--- config.mk ---
export PLATFORM = sky130hd
export DESIGN_NAME = program_loader
export DESIGN_NICKNAME = d
export VERILOG_FILES = /design/src/rtl/program_loader.sv
export SDC_FILE = /design/constraint.sdc
export NUM_CORES = 1
export LEC_CHECK = 0
export ABC_CLOCK_PERIOD_IN_PS = 3200
export BUFFER_PORTS_ARGS = -buffer_cell sky130_fd_sc_hd__buf_2
export CAP_MARGIN = 20
export CORE_ASPECT_RATIO = 1.75
export CORE_UTILIZATION = 55
export DETAILED_ROUTE_END_ITERATION = 16
export GPL_TIMING_DRIVEN = 0
export PLACE_DENSITY = 0.78
export SYNTH_ARGS = -nofsm -noshare
export SYNTH_HDL_FRONTEND = slang
export SYNTH_SLANG_ARGS = --single-unit
--- constraint.sdc ---
create_clock -name clk -period 3.2 [get_ports clk]
set_clock_uncertainty 0.05 [all_clocks]
set_input_delay 0.96 -clock clk [delete_from_list [all_inputs] [get_ports clk]]
set_output_delay 0.96 -clock clk [all_outputs]
set_load 0.02 [all_outputs]
--- src/rtl/program_loader.sv ---
// Boot loader: header N, then N words written to RAM from BASE_ADDR; LOADER_CHECKSUM_EN adds a trailing sum word.
// RAM writes lag accepted words by one cycle; in_ready is decoded from state only, so the source may stall freely.
module program_loader #(
    parameter logic [15:0] BASE_ADDR = 16'h0000,
    parameter logic [15:0] MAX_WORDS = 16'd4096,
    parameter logic [15:0] ADDR_STEP = 16'd2
) (
    input  logic        clk,
    input  logic        rst,
    input  logic        start,
    input  logic        in_valid,
    input  logic [15:0] in_data,
    output logic        in_ready,
    output logic [15:0] mem_write_addr,
    output logic [15:0] mem_write_data,
    output logic        mem_en,
    output logic        cpu_hold,
    output logic        busy,
    output logic        done,
    output logic        err
);

    typedef enum logic [2:0] {
        S_IDLE,
        S_HDR,
        S_LOAD,
`ifdef LOADER_CHECKSUM_EN
        S_CHK,
`endif
        S_DONE
    } state_t;

    state_t      state_q, state_d;
    logic [15:0] count_q, count_d;
    logic [15:0] ptr_q, ptr_d;
    logic        err_q, err_d;
    logic        wr_en_q, wr_en_d;
    logic [15:0] wr_addr_q, wr_addr_d;
    logic [15:0] wr_data_q, wr_data_d;
`ifdef LOADER_CHECKSUM_EN
    logic [15:0] sum_q, sum_d;
`endif

    logic xfer;

    always_comb begin
        in_ready = (state_q == S_HDR) || (state_q == S_LOAD)
`ifdef LOADER_CHECKSUM_EN
                || (state_q == S_CHK)
`endif
                ;
    end

    assign xfer           = in_valid && in_ready;
    assign busy           = in_ready;
    assign done           = (state_q == S_DONE);
    assign err            = err_q;
    // The CPU is released only from a clean DONE; any error keeps it stalled.
    assign cpu_hold       = !((state_q == S_DONE) && !err_q);
    assign mem_en         = wr_en_q;
    assign mem_write_addr = wr_addr_q;
    assign mem_write_data = wr_data_q;

    always_comb begin
        state_d   = state_q;
        count_d   = count_q;
        ptr_d     = ptr_q;
        err_d     = err_q;
        wr_en_d   = 1'b0;
        wr_addr_d = wr_addr_q;
        wr_data_d = wr_data_q;
`ifdef LOADER_CHECKSUM_EN
        sum_d     = sum_q;
`endif
        case (state_q)
            S_IDLE: begin
                if (start) begin
                    state_d = S_HDR;
                    err_d   = 1'b0;
                end
            end
            S_HDR: begin
                if (xfer) begin
`ifdef LOADER_CHECKSUM_EN
                    sum_d = 16'h0000;
`endif
                    if (in_data > MAX_WORDS) begin
                        state_d = S_DONE;
                        err_d   = 1'b1;
                    end else if (in_data == 16'h0000) begin
`ifdef LOADER_CHECKSUM_EN
                        state_d = S_CHK;
`else
                        state_d = S_DONE;
`endif
                    end else begin
                        state_d = S_LOAD;
                        count_d = in_data;
                        ptr_d   = BASE_ADDR;
                    end
                end
            end
            S_LOAD: begin
                if (xfer) begin
                    wr_en_d   = 1'b1;
                    wr_addr_d = ptr_q;
                    wr_data_d = in_data;
                    ptr_d     = ptr_q + ADDR_STEP;
                    count_d   = count_q - 16'd1;
`ifdef LOADER_CHECKSUM_EN
                    sum_d     = sum_q + in_data;
`endif
                    if (count_q == 16'd1) begin
`ifdef LOADER_CHECKSUM_EN
                        state_d = S_CHK;
`else
                        state_d = S_DONE;
`endif
                    end
                end
            end
`ifdef LOADER_CHECKSUM_EN
            S_CHK: begin
                if (xfer) begin
                    state_d = S_DONE;
                    err_d   = (in_data != sum_q);
                end
            end
`endif
            S_DONE: begin
                if (start) begin
                    state_d = S_HDR;
                    err_d   = 1'b0;
                end
            end
            default: state_d = S_IDLE;
        endcase
    end

    always_ff @(posedge clk or posedge rst) begin
        if (rst) begin
            state_q   <= S_IDLE;
            count_q   <= 16'h0000;
            ptr_q     <= BASE_ADDR;
            err_q     <= 1'b0;
            wr_en_q   <= 1'b0;
            wr_addr_q <= BASE_ADDR;
            wr_data_q <= 16'h0000;
        end else begin
            state_q   <= state_d;
            count_q   <= count_d;
            ptr_q     <= ptr_d;
            err_q     <= err_d;
            wr_en_q   <= wr_en_d;
            wr_addr_q <= wr_addr_d;
            wr_data_q <= wr_data_d;
        end
    end

`ifdef LOADER_CHECKSUM_EN
    always_ff @(posedge clk or posedge rst) begin
        if (rst) begin
            sum_q <= 16'h0000;
        end else begin
            sum_q <= sum_d;
        end
    end
`endif

endmodule

==> impl_metrics.toml, run 1 <==
[outcome]
status = "completed"

[synth]
ys_warn_count = 0
synth_top_flop_cell = "dfrtp_1"
seq_area_frac_synth_pct = 48.9
ys_types = 54
synth_seq_cells = 66
async_flop_share_pct = 100
synth_nets = 349
syn_area_per_cell_um2 = 10.5
syn_area_um2 = 3380
synth_cells = 322
synth_edf_count = 0

[sta]
setup_slack_ns = 0.302
timing.final.crit_share_pct = 90.6
tightest_slew_ns = 0.910
hold_viol_final = 0
final_max_slew_viol_count = 0
clock.fmax_ghz = 0.345
setup_viol = 0
rsz0062_at_grt = "false"
final.setup.tns_ns = 0
min_period_ns = 2.90
slew_headroom_pct = 39.2

[detailed_routing]
route.detailed.drc = 0
wl_um = 8100
dr.first_iter.drc_count = 140
wire_per_inst_um = 17.1
ant_nets = 0
via_count = 2790
detail_route.first_pass.iterations = 4
avgViaCountPerCell = 5.89

[place]
pre_cts_ws_ns = -0.0510
io_buffers = 56
gp_congestion = 0.881
place_hpwl_um = 5770

[cts]
htree_levels = 3
cts_root_buf = "clkbuf_8"
cts.repair.resized = 0
clkTransAtPathRegs_ns = 0.07
cts_tree = "done"
clk_latency_ns = 0.37
clock-sinks = 66
ctsHoldBuffers = 0
cts_setup_buffers = 0
cts_buffers = 9
clockBufferDepth = 2

[die]
core_um2 = 5880
die_area_um2 = 6470
fp.dieW_um = 61.3
die_y_um = 106
initial_core_util_pct = 57.5
rows = 37
pin_count = 58

[cells_and_area]
syn2layout_area_growth_pct = 17.5
regArea_um2 = 1650
final_core_util_pct = 67.5
final_common_cell = "dfrtp_1"
multiInputGateArea_um2 = 1590
nNetsFinal = 418
antenna_cells = 0
n_fill_cell = 478
drive_gt1_share_pct = 31.8
layout_common_cells = "dfrtp_1, buf_2, mux2_2, o21ai_0, nand2_1"

[pwr]
p_seq_share_pct = 38.5
p_int_mw = 1.95
clock_power_share_pct = 20.0
power_switching_mw = 1.32
power_density_nw_per_um2 = 824
p_sw_share_pct = 40.4
total_power_mw = 3.27
comb_power_share_pct = 41.5
vdd_drop_max_mv = 0.674
p_leak_nw = 1.87

[setup_path]
cp_max_fo = 10
r2r-start = "count_q[0]"
reg2reg_depth = 6
startpoint_type = "primary input"
r2r_slack_ns = 0.73
r2r_end = "count_q[14]"
path_class = "in -> reg"
endpoint_kind = "flip-flop"
cp.arrival_ns = 3.09
cp_data_required_time_ns = 3.39

[min_path]
hold_path_end = "mem_write_addr[11]"
min_from = "mem_write_addr[11]"
min_path_type = "reg -> reg"
worstHoldPathCells = 1

[grt]
overflow = 0
grt_pass1_vias = 2800
grt_usage_pct = 27.9
grt_first_pass_wirelength_um = 13100
grt_max_degree = 42
grt_antenna_before_repair = 0

[job]
maxCapViolations = 0
==> critical path, cell delays in order <==
cell	delay [ns]
buf_2	0.12
or4_1	0.68
o21a_1	0.25
o31ai_1	0.28
buf_2	0.27
buf_4	0.23
mux2i_1	0.20
o211ai_1	0.09
==> area by class of cell <==
type	instances	area share, %
plain buffers	19	2.58
clock buffers	14	4.35
clock inverters	2	0.252
inverters	10	0.945
multi-input cells	227	40.0
flip-flops and latches	66	41.6
well taps	78	2.46
repair buffers	58	7.82
==> routing by layer <==
layer  global-route usage, %  vias up  wire, µm
met1                    30.5     1373      3040
met3                    5.64       18       345
met2                    47.9       74      4500
met5                       0        -         0
met4                    15.1        0       212
li1                        -     1325         -
==> state kept, by name (all words and copies together), names as in the netlist <==
signal          cells
err                 1
ptr_q              15
count_q            16
state_q             2
mem_write_data     16
mem_en              1
mem_write_addr     15
==> per-stage QoR <==
stage | instances | area, µm² | hold WS, ns
after floorplan | 322 | 3380 | 0.405
after global placement | 456 | 3760 | 0.430
after detailed placement | 458 | 3790 | 0.438
after CTS | 474 | 3970 | 0.452
after global routing | 474 | 3970 | 0.462
final | 474 | 3970 | 0.448
==> how the worst max path moves through the flow <==
| stage | cells after the start | slack, ns | to | from |
|---|---|---|---|---|
| after floorplan | 7 | 0.39 | count_q[9] | in_data[8] |
| after global placement | 2 | -0.21 | mem_write_data[7] | rst |
| after detailed placement | 8 | -0.05 | count_q[9] | in_data[8] |
| after CTS | 8 | 0.33 | count_q[9] | in_data[8] |
| after global routing | 8 | 0.17 | count_q[2] | in_data[8] |
| final | 8 | 0.30 | count_q[9] | in_data[8] |
==> power by group through the flow <==
stage,Sequential [mW],Clock (mW),Combinational (mW)
detailed placement,1.26,0,1.35
global route,1.28,0.695,1.48
CTS,1.25,0.666,1.36
finish,1.26,0.654,1.36
floorplan,1.38,0,0.811
global placement,1.25,0,1.30
==> cell families after synthesis <==
| group | Yosys count | synth area share [%] |
|---|---|---|
| AO/OA/AOI/OAI | 87 | 17.7 |
| adder cells (fa/ha/maj) | 7 | 2.59 |
| buffers and inverters | 29 | 4.15 |
| flip-flops | 66 | 48.9 |
| multiplexers | 34 | 11.2 |
| other | 1 | 0.111 |
| AND/OR/NAND/NOR | 98 | 15.4 |
==> cell usage after synthesis (all sizes together), types with 5 or more instances <==
library cell,instances,area (µm²)
nand3,13,65.1
ha,7,87.6
nor4,10,83.8
dfrtp,66,1650
clkbuf,7,26.3
or3,5,31.3
nand2,23,86.3
o31ai,10,95.1
mux2,31,349
nor2,21,78.8
buf,12,76.3
inv,10,37.5
a31oi,5,31.3
a21oi,8,40.0
nor3,5,25.0
o21ai,38,190
Power figures use the tool's default switching activity.
==> inputs of run 2 (changes only) <==
BUFFER_PORTS_ARGS = default   (was -buffer_cell sky130_fd_sc_hd__buf_2)
CTS_CLUSTER_DIAMETER = 30   (was default)
DONT_BUFFER_PORTS = 1   (was default)
PLACE_DENSITY = 0.7   (was 0.78)
==> impl_metrics.toml, run 2 (same netlist as run 1, synthesis figures left out) <==
[pwr]
power_density_nw_per_um2 = 853
p_leak_nw = 1.62
vdd_drop_max_mv = 0.599

[die]
core_um2 = 5880
rows = 37
die_area_um2 = 6470
initial_core_util_pct = 57.5
die_y_um = 106
pin_count = 58
fp.dieW_um = 61.3

[cts]
cts.repair.resized = 0
clk_latency_ns = 0.34
clockBufferDepth = 2
clock-sinks = 66
cts_tree = "done"
ctsHoldBuffers = 0
cts_buffers = 9
clkTransAtPathRegs_ns = 0.07
cts_setup_buffers = 0
cts_root_buf = "clkbuf_8"
htree_levels = 3

[sta]
slew_headroom_pct = 36.2
clock.fmax_ghz = 0.356
rsz0062_at_grt = "false"
min_period_ns = 2.81
final_max_slew_viol_count = 0
tightest_slew_ns = 0.955
setup_viol = 0
fin_hold_ws_ns = 0.449
hold_viol_final = 0
timing.final.crit_share_pct = 87.7

[place]
place_hpwl_um = 5540
dp_cells = 402
io_buffers = 0
place_area_um2 = 3500
gp_congestion = 0.863

[detailed_routing]
detail_route.first_pass.iterations = 4
route.detailed.drc = 0
via_count = 2617
avgViaCountPerCell = 6.26
ant_nets = 0
wl_um = 7740
wire_per_inst_um = 18.5
dr.first_iter.drc_count = 162

[setup_path]
cp.arrival_ns = 2.98
path_class = "in -> reg"
worst-path-buf-inv = 2
crit_chain = "or4_1 -> o21a_1 -> o31ai_1 -> buf_2 -> buf_4 -> mux2i_1 -> o211ai_1"
slowest_delay_ns = 0.67
critPathTopFamily = "simple AND/OR/NAND/NOR gates"
startpoint_type = "primary input"
endpoint_kind = "flip-flop"
cp_data_required_time_ns = 3.37
cp_max_fo = 10
critPathSlowestCell = "or4_1"

[grt]
grt_usage_pct = 27.0
grt_pass1_vias = 2739
grt_first_pass_wirelength_um = 12800
grt_max_degree = 42
grt_antenna_before_repair = 0
overflow = 0

[job]
maxCapViolations = 0

[cells_and_area]
final_common_cell = "dfrtp_1"
n_fill_cell = 512
drive_gt1_share_pct = 20.9
layout_common_cells = "dfrtp_1, mux2_2, o21ai_0, nand2_1, nor2_1"
syn2layout_area_growth_pct = 9.70
fin_cells = 418
stdcell_area_um2 = 3710
final_core_util_pct = 63.1
nNetsFinal = 362
antenna_cells = 0

[min_path]
min_path_type = "reg -> reg"

[outcome]
status = "completed"
[run 2: changes by cell type in the layout (fill, tap and decap cells not counted), sizes merged]
cell / delta
clkdlybuf4s18: -1
bufinv: +1
buf: -55
clkinv: -1
clkinvlp: +2
clkbuf: -2
[run 2: worst reg2reg max path, cell delays in order, from the launching register on]
cell     delay (ns)
dfrtp_1        0.41
inv_1          0.12
ha_1           0.20
nor3b_1        0.79
nand3_1        0.28
or4_1          0.46
o21ai_1        0.13
[run 2: final timing paths]
check / startpoint / cells past startpoint / slack, ns / to
min in group asynchronous: rst / 1 / 0.49 / mem_write_addr[6]
min: count_q[15] / 1 / 0.45 / count_q[15]
max reg2reg: count_q[0] / 6 / 0.69 / count_q[14]
min reg2reg: count_q[15] / 1 / 0.45 / count_q[15]
max in group asynchronous: rst / 2 / 2.00 / count_q[12]
max: in_data[8] / 7 / 0.39 / count_q[9]
[run 2: power by group]
part | total (mW) | internal (mW) | switching (mW)
Sequential | 1.42 | 1.07 | 0.354
Combinational | 1.03 | 0.422 | 0.604
Clock | 0.713 | 0.401 | 0.312
[run 2: metal layers]
| metal | global-route usage, % | routed length [µm] | up-vias |
|---|---|---|---|
| met2 | 44.6 | 4110 | 95 |
| met1 | 32.3 | 3090 | 1294 |
| met3 | 5.40 | 383 | 16 |
| li1 | - | - | 1212 |
| met5 | 0 | 0 | - |
| met4 | 13.0 | 164 | 0 |
[run 2: final cells by class]
| class | count | area, µm² | area share (%) |
|---|---|---|---|
| sequential | 66 | 1650 | 44.5 |
| multi-input combinational | 227 | 1590 | 42.8 |
| clock buffer | 12 | 155 | 4.18 |
| buffer | 19 | 103 | 2.77 |
| tap | 78 | 97.6 | 2.63 |
| clock inverter | 4 | 50.0 | 1.35 |
| inverter | 10 | 37.5 | 1.01 |
| timing repair buffer | 2 | 25.0 | 0.675 |
[run 2: stage by stage]
step           total power [mW]  setup slack [ns]  TNS [ns]
3_3_place_gp               2.41            -0.178    -11.50
5_1_grt                    3.36             0.278         0
6_report                   3.16             0.395         0
2_1_floorplan              2.19             0.389         0
4_1_cts                    3.17             0.397         0
3_5_place_dp               2.45            0.0155         0
==> inputs of run 3 (changes only) <==
ABC_AREA = 1   (was default)
==> impl_metrics.toml, run 3 <==
[sta]
tightest_slew_ns = 0.748
setup_viol = 0
fin_hold_ws_ns = 0.469
rsz0062_at_grt = "false"
final.setup.tns_ns = 0
hold_viol_final = 0
timing.final.crit_share_pct = 81.3
clock.fmax_ghz = 0.384
final_max_slew_viol_count = 0
min_period_ns = 2.60
setup_slack_ns = 0.598
slew_headroom_pct = 50.0

[outcome]
status = "completed"

[setup_path]
crit_start = "state_q[0]"
cp_data_required_time_ns = 2.19
path_class = "reg -> out"
cp.arrival_ns = 1.59
startpoint_type = "flip-flop"
worstSetupEndpoint = "in_ready"
critPathSlowestCell = "dfrtp_1"
r2r-start = "state_q[0]"
r2r_slack_ns = 1.06
r2r_end = "count_q[0]"
cp_max_fo = 5
cpMostUsedCell = "inv_1"
crit_chain = "inv_1 -> ha_1 -> inv_1 -> buf_4"
slowest_delay_ns = 0.43
reg2reg_depth = 10
endpoint_kind = "primary output"

[synth]
ys_types = 32
synth_seq_cells = 66
syn_area_um2 = 3760
synth_nets = 539
yosysMostFrequentCell = "nand2_1"
seq_area_frac_synth_pct = 43.9
yosysTopAreaCellShare_pct = 43.9
syn_area_per_cell_um2 = 7.35
ys_warn_count = 0
async_flop_share_pct = 100
synth_edf_count = 0
synth_commonest_cells = "nand2_1, dfrtp_1, nor2_1, nand3_1, inv_1"
synth_top_flop_cell = "dfrtp_1"
synth_top_cell_by_area = "dfrtp_1"
synth_cells = 512
synth_area_leaders = "dfrtp_1, nand2_1, nand3_1"

[cts]
cts.repair.resized = 0
cts_buffers = 9
ctsHoldBuffers = 0
htree_levels = 3
clockBufferDepth = 2
clk_latency_ns = 0.34
clock-sinks = 66
cts_setup_buffers = 0
cts_root_buf = "clkbuf_16"
clkTransAtPathRegs_ns = 0.06
cts_tree = "done"

[detailed_routing]
wl_um = 9570
via_count = 3285
dr.first_iter.drc_count = 219
route.detailed.drc = 0
detail_route.first_pass.iterations = 4
avgViaCountPerCell = 5.38
wire_per_inst_um = 15.7
ant_nets = 0

[pwr]
p_int_mw = 2.17
p_sw_share_pct = 45.7
vdd_drop_max_mv = 0.456
clock_power_share_pct = 22.5
p_leak_nw = 2.06
power_switching_mw = 1.82
power_density_nw_per_um2 = 959
comb_power_share_pct = 41.5
total_power_mw = 3.99
p_seq_share_pct = 36.0

[die]
initial_core_util_pct = 57.1
rows = 39
pin_count = 58
fp.dieW_um = 64.5
die_y_um = 111
die_area_um2 = 7190
core_um2 = 6590

[grt]
overflow = 0
grt_max_degree = 35
grt_antenna_before_repair = 0
grt_first_pass_wirelength_um = 15400
grt_usage_pct = 28.6
grt_pass1_vias = 3242

[place]
io_buffers = 0
pre_cts_ws_ns = 0.957
gp_congestion = 0.889
place_hpwl_um = 7080

[cells_and_area]
layout_common_cells = "nand2_1, dfrtp_1, nor2_1, nand3_1, inv_1"
syn2layout_area_growth_pct = 10.5
antenna_cells = 0
n_fill_cell = 598
drive_gt1_share_pct = 13.2
final_common_cell = "nand2_1"
nNetsFinal = 551
final_core_util_pct = 63.1

[min_path]
min_path_type = "reg -> reg"

[job]
maxCapViolations = 0
-- run 3: worst min path at each step --
stage | startpoint | to | slack [ns] | depth (start not counted)
final | count_q[1] | count_q[1] | 0.47 | 2
after global routing | count_q[1] | count_q[1] | 0.50 | 2
after CTS | count_q[1] | count_q[1] | 0.48 | 2
after detailed placement | count_q[1] | count_q[1] | 0.46 | 2
after global placement | ptr_q[15] | ptr_q[15] | 0.45 | 2
after floorplan | ptr_q[15] | ptr_q[15] | 0.43 | 2
-- run 3: power by group through the flow --
stage / combinational, mW / clock, mW / sequential [mW]
after floorplan: 1.33 / 0 / 1.38
after global placement: 1.61 / 0 / 1.44
after detailed placement: 1.65 / 0 / 1.45
after CTS: 1.66 / 0.914 / 1.43
after global routing: 1.86 / 0.945 / 1.46
final: 1.65 / 0.899 / 1.43
-- run 3: stage by stage --
stage          instances  cell area [µm²]
2_1_floorplan        512             3760
3_3_place_gp         594             3860
3_5_place_dp         595             3880
4_1_cts              611             4160
5_1_grt              611             4160
6_report             611             4160
-- run 3: critical path: cells and delay by family (launching register included) --
kind,cells,cell delay (ns)
adder cells (fa/ha/maj),1,0.32
buffers and inverters,3,0.51
flip-flops,1,0.43
-- run 3: metal layers --
metal | global-route usage, % | share of wire [%] | up-vias | wire length (µm)
met1 | 30.2 | 37 | 1548 | 3590
met2 | 50.3 | 53 | 84 | 5030
met3 | 6.97 | 5.5 | 27 | 525
li1 | - | - | 1626 | -
met4 | 16.4 | 4.4 | 0 | 425
met5 | 0 | 0 | - | 0
-- run 3: cells by family after synthesis --
family	Yosys count	share of synthesized area, %
AOI/OAI and AO/OA	44	6.09
buffers and inverters	57	7.22
other	1	0.0997
adders and majority gates	7	2.33
xor gates and xnor gates	8	1.86
and+or+nand+nor	329	38.5
DFF	66	43.9
-- run 3: area by class of cell --
class / count / area, µm² / share of cell area (%)
Clock buffer: 9 / 225 / 5.42
Clock inverter: 7 / 46.3 / 1.11
Tap cell: 82 / 103 / 2.47
Multi-Input combinational cell: 389 / 1840 / 44.2
Timing Repair Buffer: 1 / 20.0 / 0.482
Inverter: 39 / 146 / 3.52
Sequential cell: 66 / 1650 / 39.7
Buffer: 18 / 125 / 3.01
